--- config.mk ---
export PLATFORM = sky130hd
export DESIGN_NAME = pcc_sched
export DESIGN_NICKNAME = d
export VERILOG_FILES = /design/src/rtl/pcc_sched.sv
export SDC_FILE = /design/constraint.sdc
export NUM_CORES = 1
export LEC_CHECK = 0
export ABC_AREA = 1
export BUFFER_PORTS_ARGS = -buffer_cell sky130_fd_sc_hd__buf_2
export CAP_MARGIN = 20
export CORE_MARGIN = 2
export CORE_UTILIZATION = 45
export DETAILED_ROUTE_END_ITERATION = 6
export PLACE_DENSITY = 0.61
export REMOVE_ABC_BUFFERS = 1
export SLEW_MARGIN = 20
export SYNTH_ARGS = -nofsm -noshare
export SYNTH_HDL_FRONTEND = slang
export SYNTH_SLANG_ARGS = --single-unit
--- constraint.sdc ---
create_clock -name clk -period 2.81 [get_ports clk]
set_input_delay 0.1405 -clock clk [delete_from_list [all_inputs] [get_ports clk]]
set_output_delay 0.1405 -clock clk [all_outputs]
set_load 0.02 [all_outputs]
--- src/rtl/pcc_sched.sv ---
// pcc_sched: time-multiplexes one shared pcc (programmable classifier cell)
// across NUM_UNITS configured units for each accepted feature vector.
//
// A vector is accepted in IDLE. In EVAL one unit is evaluated per cycle:
// that unit's five select indices pick bits of the latched vector onto
// pcc_pos/pcc_neg, and the pcc's combinational answer is stored as result
// bit idx. After the last unit the collected vector is offered in DONE
// until the consumer takes it.
//
// Ports:
//   clk, rst_n           clock, asynchronous active-low reset
//   in_valid/in_ready    feature vector handshake, in_feat = vector
//   out_valid/out_ready  result handshake, out_class = per-unit decisions
//   pcc_pos, pcc_neg     drive the shared pcc inputs
//   pcc_out              combinational decision from the shared pcc
//   cfg_we/addr/data     per-unit select word write (IDLE only)
//   busy                 high whenever the scheduler is not in IDLE

module pcc_sched #(
  parameter int unsigned NUM_UNITS = 4,
  parameter int unsigned FEAT_W    = 8,
  localparam int unsigned SEL_W    = $clog2(FEAT_W),
  localparam int unsigned AW       = $clog2(NUM_UNITS)
) (
  input  logic                 clk,
  input  logic                 rst_n,
  input  logic                 in_valid,
  output logic                 in_ready,
  input  logic [FEAT_W-1:0]    in_feat,
  output logic                 out_valid,
  input  logic                 out_ready,
  output logic [NUM_UNITS-1:0] out_class,
  output logic [1:0]           pcc_pos,
  output logic [2:0]           pcc_neg,
  input  logic                 pcc_out,
  input  logic                 cfg_we,
  input  logic [AW-1:0]        cfg_addr,
  input  logic [5*SEL_W-1:0]   cfg_data,
  output logic                 busy
);

  typedef enum logic [1:0] {StIdle, StEval, StDone} state_e;

  state_e r_state, w_state_next;

  logic [FEAT_W-1:0]    r_feat;
  logic [AW-1:0]        r_idx;
  logic [NUM_UNITS-1:0] r_result;
  logic [NUM_UNITS-1:0] r_out_class;
  logic [5*SEL_W-1:0]   r_cfg [NUM_UNITS];

  logic [NUM_UNITS-1:0] w_result_next;
  logic [5*SEL_W-1:0]   w_cfg_cur;
  logic                 w_last;
  logic                 w_cfg_wr;
  logic                 w_accept;

  // Out-of-range selects read as 0 rather than aliasing onto a real bit.
  function automatic logic sel_bit(input logic [FEAT_W-1:0] feat,
                                   input logic [SEL_W-1:0]  sel);
    logic b;
    b = 1'b0;
    if (32'(sel) < FEAT_W) b = feat[sel];
    return b;
  endfunction

  assign w_cfg_cur = r_cfg[r_idx];
  assign w_last    = (r_idx == AW'(NUM_UNITS - 1));
  assign w_accept  = (r_state == StIdle) && in_valid;
  // Writes only land in IDLE so an in-flight vector never sees a mixed config.
  assign w_cfg_wr  = cfg_we && (r_state == StIdle) && (32'(cfg_addr) < NUM_UNITS);

  always_comb begin
    w_result_next        = r_result;
    w_result_next[r_idx] = pcc_out;
  end

  // FSM state register
  always_ff @(posedge clk or negedge rst_n) begin
    if (!rst_n) begin
      r_state <= StIdle;
    end else begin
      r_state <= w_state_next;
    end
  end

  // FSM next state and outputs
  always_comb begin
    w_state_next = r_state;
    in_ready     = 1'b0;
    out_valid    = 1'b0;
    busy         = 1'b1;
    pcc_pos      = '0;
    pcc_neg      = '0;
    unique case (r_state)
      StIdle: begin
        in_ready = 1'b1;
        busy     = 1'b0;
        if (in_valid) w_state_next = StEval;
      end
      StEval: begin
        pcc_pos[0] = sel_bit(r_feat, w_cfg_cur[0*SEL_W +: SEL_W]);
        pcc_pos[1] = sel_bit(r_feat, w_cfg_cur[1*SEL_W +: SEL_W]);
        pcc_neg[0] = sel_bit(r_feat, w_cfg_cur[2*SEL_W +: SEL_W]);
        pcc_neg[1] = sel_bit(r_feat, w_cfg_cur[3*SEL_W +: SEL_W]);
        pcc_neg[2] = sel_bit(r_feat, w_cfg_cur[4*SEL_W +: SEL_W]);
        if (w_last) w_state_next = StDone;
      end
      StDone: begin
        out_valid = 1'b1;
        if (out_ready) w_state_next = StIdle;
      end
      default: w_state_next = StIdle;
    endcase
  end

  // Datapath: latched vector, unit index, working result and presented result.
  // out_class is a separate register so the previous answer stays visible
  // while the working result is cleared and refilled.
  always_ff @(posedge clk or negedge rst_n) begin
    if (!rst_n) begin
      r_feat      <= '0;
      r_idx       <= '0;
      r_result    <= '0;
      r_out_class <= '0;
      for (int i = 0; i < int'(NUM_UNITS); i++) begin
        r_cfg[i] <= '0;
      end
    end else begin
      if (w_cfg_wr) r_cfg[cfg_addr] <= cfg_data;
      if (w_accept) begin
        r_feat   <= in_feat;
        r_idx    <= '0;
        r_result <= '0;
      end else if (r_state == StEval) begin
        r_result <= w_result_next;
        r_idx    <= r_idx + AW'(1);
        if (w_last) r_out_class <= w_result_next;
      end
    end
  end

  assign out_class = r_out_class;

endmodule

**Yosys cells after proc, flatten, opt, wreduce, memory -nomap -nowiden**

Cells that the tools add are included.

- $add $sub $neg: 1
- $mul: 0
- Divide/modulo/power cells: 0
- Order comparisons: 10
- Eq/ne operators: 6
- Shifts and indexed selects: 0
- Mux-type cells: 32
- Bitwise operators: 3
- Reductions and logical operators: 8

Operators with widths:

| operator | count |
|---|---|
| $bwmux W60 | 1 |
| $mux W15 | 3 |
| $bmux W15 S2 | 1 |
| $demux W15 S2 | 1 |
| $lt A3 B4 Y1 const B | 5 |
| $bmux W1 S3 | 5 |
| $mux W2 | 6 |
| $mux W1 | 9 |
| $mux W4 | 2 |
| $ge A3 B3 Y1 const B | 2 |
| $ne A2 B2 Y1 const B | 3 |
| $not A2 Y3 | 2 |
| $pmux W2 S3 | 1 |
| $reduce_and A3 Y1 | 2 |
| $bwmux W4 | 1 |
| $eq A2 B2 Y1 const B | 2 |
| $logic_and A1 B1 Y1 | 4 |
| $lt A2 B3 Y1 const B | 1 |
| $lt A3 B1 Y1 const B | 1 |
| $mux W3 | 1 |
| $add A2 B1 Y2 const B | 1 |
| $demux W1 S2 | 1 |
| $eq A2 B1 Y1 const B | 1 |
| $ge A2 B1 Y1 const B | 1 |
| 3 further kinds | 3 |

- Register bits after elaboration: 80
- Bits in latches: 0
- Bits in writable memories: 0
- Memory bits (read-only): 0
- Input bits: 31
- Word-level logic and storage cells: 69
- Memories: 0

**Depth between registers and ports, before layout**

- Word-level depth: 7
- Gate-level depth with buffers: 11
- Depth with buffers taken out: 9

**Worst setup path before layout**

No wires, ideal clock.

- Path type: register -> output
- From: register r_idx[0]
- To: output pcc_neg[0]
- Arrival: 1,437 ps
- Data required time: 2,670 ps
- Slack: 1,233 ps
- Stages on the path, launching flop included: 12
- Buffers on the path: 2
- Cell sequence: dfrtp_1 buf_6 inv_4 buf_8 nand2_2 nand3_2 nand2_2 nand2_1 nand3_1 nand3_1 nand2_1 nor2_1

- Longest elaborated chain between the ends: 7

Ends and longest elaborated chain:

| what | line | source |
|---|---|---|
| start: declaration | 47 | `logic [AW-1:0] r_idx;` |
| start signal: assignment | 137 | `r_idx <= r_idx + AW'(1);` |
| $not A2 Y3 (implied by the code) | 67 | `assign w_cfg_cur = r_cfg[r_idx];` |
| $bmux W15 S2 | 67 |  |
| $mux W15 (implied by the code) (2 in a row) | 67 |  |
| $bmux W1 S3 | 63 | `if (32'(sel) < FEAT_W) b = feat[sel];` |
| $mux W1 (implied by the code) | 63 |  |
| $mux W3 | 95 | `unique case (r_state)` |
| end: declaration | 34 | `output logic [2:0] pcc_neg,` |

Every way passes these cells. The select of a mux whose other input is x is not followed.

**Final worst setup path**

- From: register r_idx[1]
- To: output pcc_neg[2]

Same word-level chain as after synthesis.

==> flow_summary_export.csv <==
group,metric,value,unit
run_status,outcome,"finished, final reports clean",
placed_design,dp_hpwl,6.34,mm
worst_setup_path,r2r_cells,6,
flow_run,maxCapViolCount,0,
min_path,hp-start,"in_feat[6]",
pwr,switching_share,45.3,%
worst_setup_path,cp.required,2.67,ns
pwr,p_per_area,1290,nW/um^2
routing,first_pass_iters,6,
clocking,cts_setup_buffers,0,
min_path,hold_path_class,"input pin to flip-flop",
worst_setup_path,rr_startpoint,"r_idx[1]$_DFFE_PN0P_",
synth,syn_area_per_cell,7.73,um^2
sta,tns,0,ns
sta,fin_crit_sh,82.8,%
worst_setup_path,cp_max_fo,11,
synth,async_reset_ff_share,100,%
worst_setup_path,cp_cell_sequence,"buf_4 > nand3_2 > nand2_2 > nor2_1 > nor2_1 > nor2_1 > nor2_1 > buf_2",
routing,drt_iter0_drc,135,
routing,ant_nets,0,
sta,hold_viol,0,
pwr,p_sw,2.71,mW
clocking,tritoncts,"done",
clocking,hold_buffers,7,
synth,yosys_register_bits,79,
sta,holdWs,0.0109,ns
grt,grt_pass1_vias,3402,
clocking,insertion_delay,0.36,ns
synth,synth_cell_types,26,
sta,layout_min_cycle_time,2.33,ns
grt,antenna_found_initial,0,
synth,synthAdderAreaFrac,1.21,%
final_layout,multi_input_area,1800,um^2
worst_setup_path,crit_top_cell,"nor2_1",
synth,synth_edf_count,0,
final_layout,fillers,871,
floorplan,die_w,99.8,um
worst_setup_path,crit_buf_inv,2,
synth,synthFlopType,"dfrtp_1",
final_layout,n_antenna_cell,0,
sta,finalWorstSetupSlack,0.483,ns
pwr,p_seq_share,34.7,%
sta,rsz0062_at_grt,"no",
worst_setup_path,crit_path_end_kind,"output pin",
pwr,power.leakage,2.42,nW
placed_design,pre_cts_ws,0.894,ns
clocking,clock-sinks,79,
pwr,ir_drop,0.000557,V
final_layout,final_nets,613,
synth,yosys.area_share.simple,32.4,%
synth,ys_seq_area_share,47.9,%
pwr,p_total,5.98,mW
worst_setup_path,criticalPathCategory,"flip-flop to output pin",
clocking,htree_levels,3,
clocking,ctsLongestPathBuffers,2,
sta,slew_headroom,52.7,%
synth,synth_top_family_by_area,"simple AND/OR/NAND/NOR gates",
synth,synth.area.top_cells,"dfrtp_1 (48%), nand2_1 (17%), nand3_1 (6.5%)",
sta,slew_viol_final,0,
worst_setup_path,startpoint_type,"flip-flop",
synth,synth_top_area_share,47.9,%
worst_setup_path,critical_path.top_delay_family,"flip-flops",
clocking,numCtsBuffers,9,
grt,grt-ovfl-total,0,
floorplan,io-pin-count,43,
sta,finClkSkew,0.0122,ns
grt,grt_max_degree,80,
clocking,clk_pin_slew,0.08,ns
final_layout,final_layout_size_suffix_gt1_share,16.5,%
synth,synth-xor-area-share,0,%
final_layout,seq_area,1980,um^2
routing,routed_via_density,5.04,
worst_setup_path,r2r-end,"out_class[2]$_DFFE_PN0P_",
worst_setup_path,crit_arrival,2.19,ns
pwr,internal_power,3.27,mW
floorplan,rows,34,
floorplan,coreArea,8810,um^2
floorplan,initial_core_util,46.9,%
worst_setup_path,max_stage_delay,0.76,ns
sta,worst_pin_slew,0.709,ns
synth,netlist_area,4130,um^2
grt,grt_pass1_wl,16.7,mm
synth,synth_cells,534,
routing,via_count,3480,
placed_design,gp_congestion,0.854,
grt,track_usage,21.4,%
min_path,hold_depth,3,
floorplan,die-area,9960,um^2
worst_setup_path,critPathSlowestCell,"dfrtp_1",
worst_setup_path,r2r_slack,0.98,ns
min_path,holdPathEnd,"r_feat[6]$_DFFE_PN0P_",
routing,routed_wirelength,9.80,mm
sta,fmax,0.430,GHz
sta,setup_viol,0,
routing,drc,0,
synth,synth.most_common_cell,"nand2_1",
pwr,power.share.clock,15.3,%
clocking,cts_root_buf,"clkbuf_8",
final_layout,area_growth,12.7,%
synth,yosys_warnings,0,
placed_design,numPortBuffers,42,
clocking,cts_resized,0,
floorplan,die_y,99.8,um
synth,synth_compound_area_share,10.1,%
synth,synthMuxAreaShare,0,%
routing,wl_per_cell,14.2,um
synth,ys_top_cells_by_count,"nand2_1 (186), dfrtp_1 (79), nand3_1 (54)",
pwr,comb_power_share,50.1,%
synth,synth.largest_area_cell,"dfrtp_1",
[layout make-up]
| cell class | instances | area share [%] |
|---|---|---|
| sequential | 79 | 42.5 |
| multi-input combinational | 384 | 38.8 |
| timing repair buffer | 57 | 7.45 |
| inverter | 47 | 3.95 |
| clock buffer | 12 | 2.91 |
| tap | 108 | 2.91 |
| clock inverter | 4 | 1.51 |
[flip-flops by register name, summed over array words and instances, names as in the netlist]
register   flops
r_state        2
out_class      4
r_feat         8
r_idx          2
r_result       3
r_cfg         60
[logic make-up after synthesis]
family                   Yosys count
AND/OR/NAND/NOR                  298
AO/OA/AOI/OAI                     82
flip-flops                        79
adder cells (fa/ha/maj)            4
buffers and inverters             71
[worst max path at each step]
| stage | startpoint | endpoint | slack [ns] | cells past startpoint |
|---|---|---|---|---|
| floorplan | r_idx[0]$_DFFE_PN0P_ | pcc_pos[0] | 0.68 | 8 |
| global placement | r_idx[1]$_DFFE_PN0P_ | pcc_neg[0] | 0.93 | 8 |
| detailed placement | r_idx[1]$_DFFE_PN0P_ | pcc_pos[1] | 0.89 | 9 |
| CTS | r_idx[1]$_DFFE_PN0P_ | pcc_pos[1] | 0.49 | 9 |
| global route | r_idx[0]$_DFFE_PN0P_ | pcc_pos[1] | 0.32 | 11 |
| finish | r_idx[1]$_DFFE_PN0P_ | pcc_neg[2] | 0.48 | 8 |
[power by group through the flow]
| stage | combinational (mW) | sequential [mW] | clock, mW |
|---|---|---|---|
| after floorplan | 2.16 | 2.08 | 0 |
| after global placement | 2.90 | 2.08 | 0 |
| after detailed placement | 2.99 | 2.09 | 0 |
| after CTS | 3.01 | 2.07 | 0.931 |
| after global routing | 3.47 | 2.16 | 0.978 |
| final | 2.99 | 2.07 | 0.914 |
[per-layer routing]
layer / global-route usage (%) / routed length, um / vias up
met1: 28.6 / 4610 / 1599
li1: - / - / 1785
met3: 3.20 / 451 / 13
met2: 35.8 / 4600 / 83
met5: 0 / 0 / -
met4: 7.06 / 140 / 0
[through the flow]
step,area [um^2],instances,util [%]
after floorplan,3960,510,-
after global placement,4370,668,49.6
after detailed placement,4370,668,49.6
after CTS,4650,691,52.8
after global routing,4650,691,52.8
final,4650,691,52.8
[worst reg2reg max path, stage by stage (launching register included)]
cell	delay, ns
dfrtp_1	0.76
ha_1	0.31
inv_1	0.06
nor2_1	0.29
inv_1	0.17
nand2_1	0.09
nand2_1	0.06
[layout by cell type, fill, tap and decap left out, drive strengths merged]
cell,netlist,routed
nand2,203,203
dfrtp,79,79
o21ai,79,79
nand3,64,64
buf,17,50
inv,47,47
nor2,29,29
clkbuf,7,12
dlygate4sd3,0,7
ha,4,4
nand3b,2,2
clkinv,0,2
bufinv,0,2
a21oi,2,2
o31ai,1,1
Note: power is estimated with default switching activity, not from simulation.
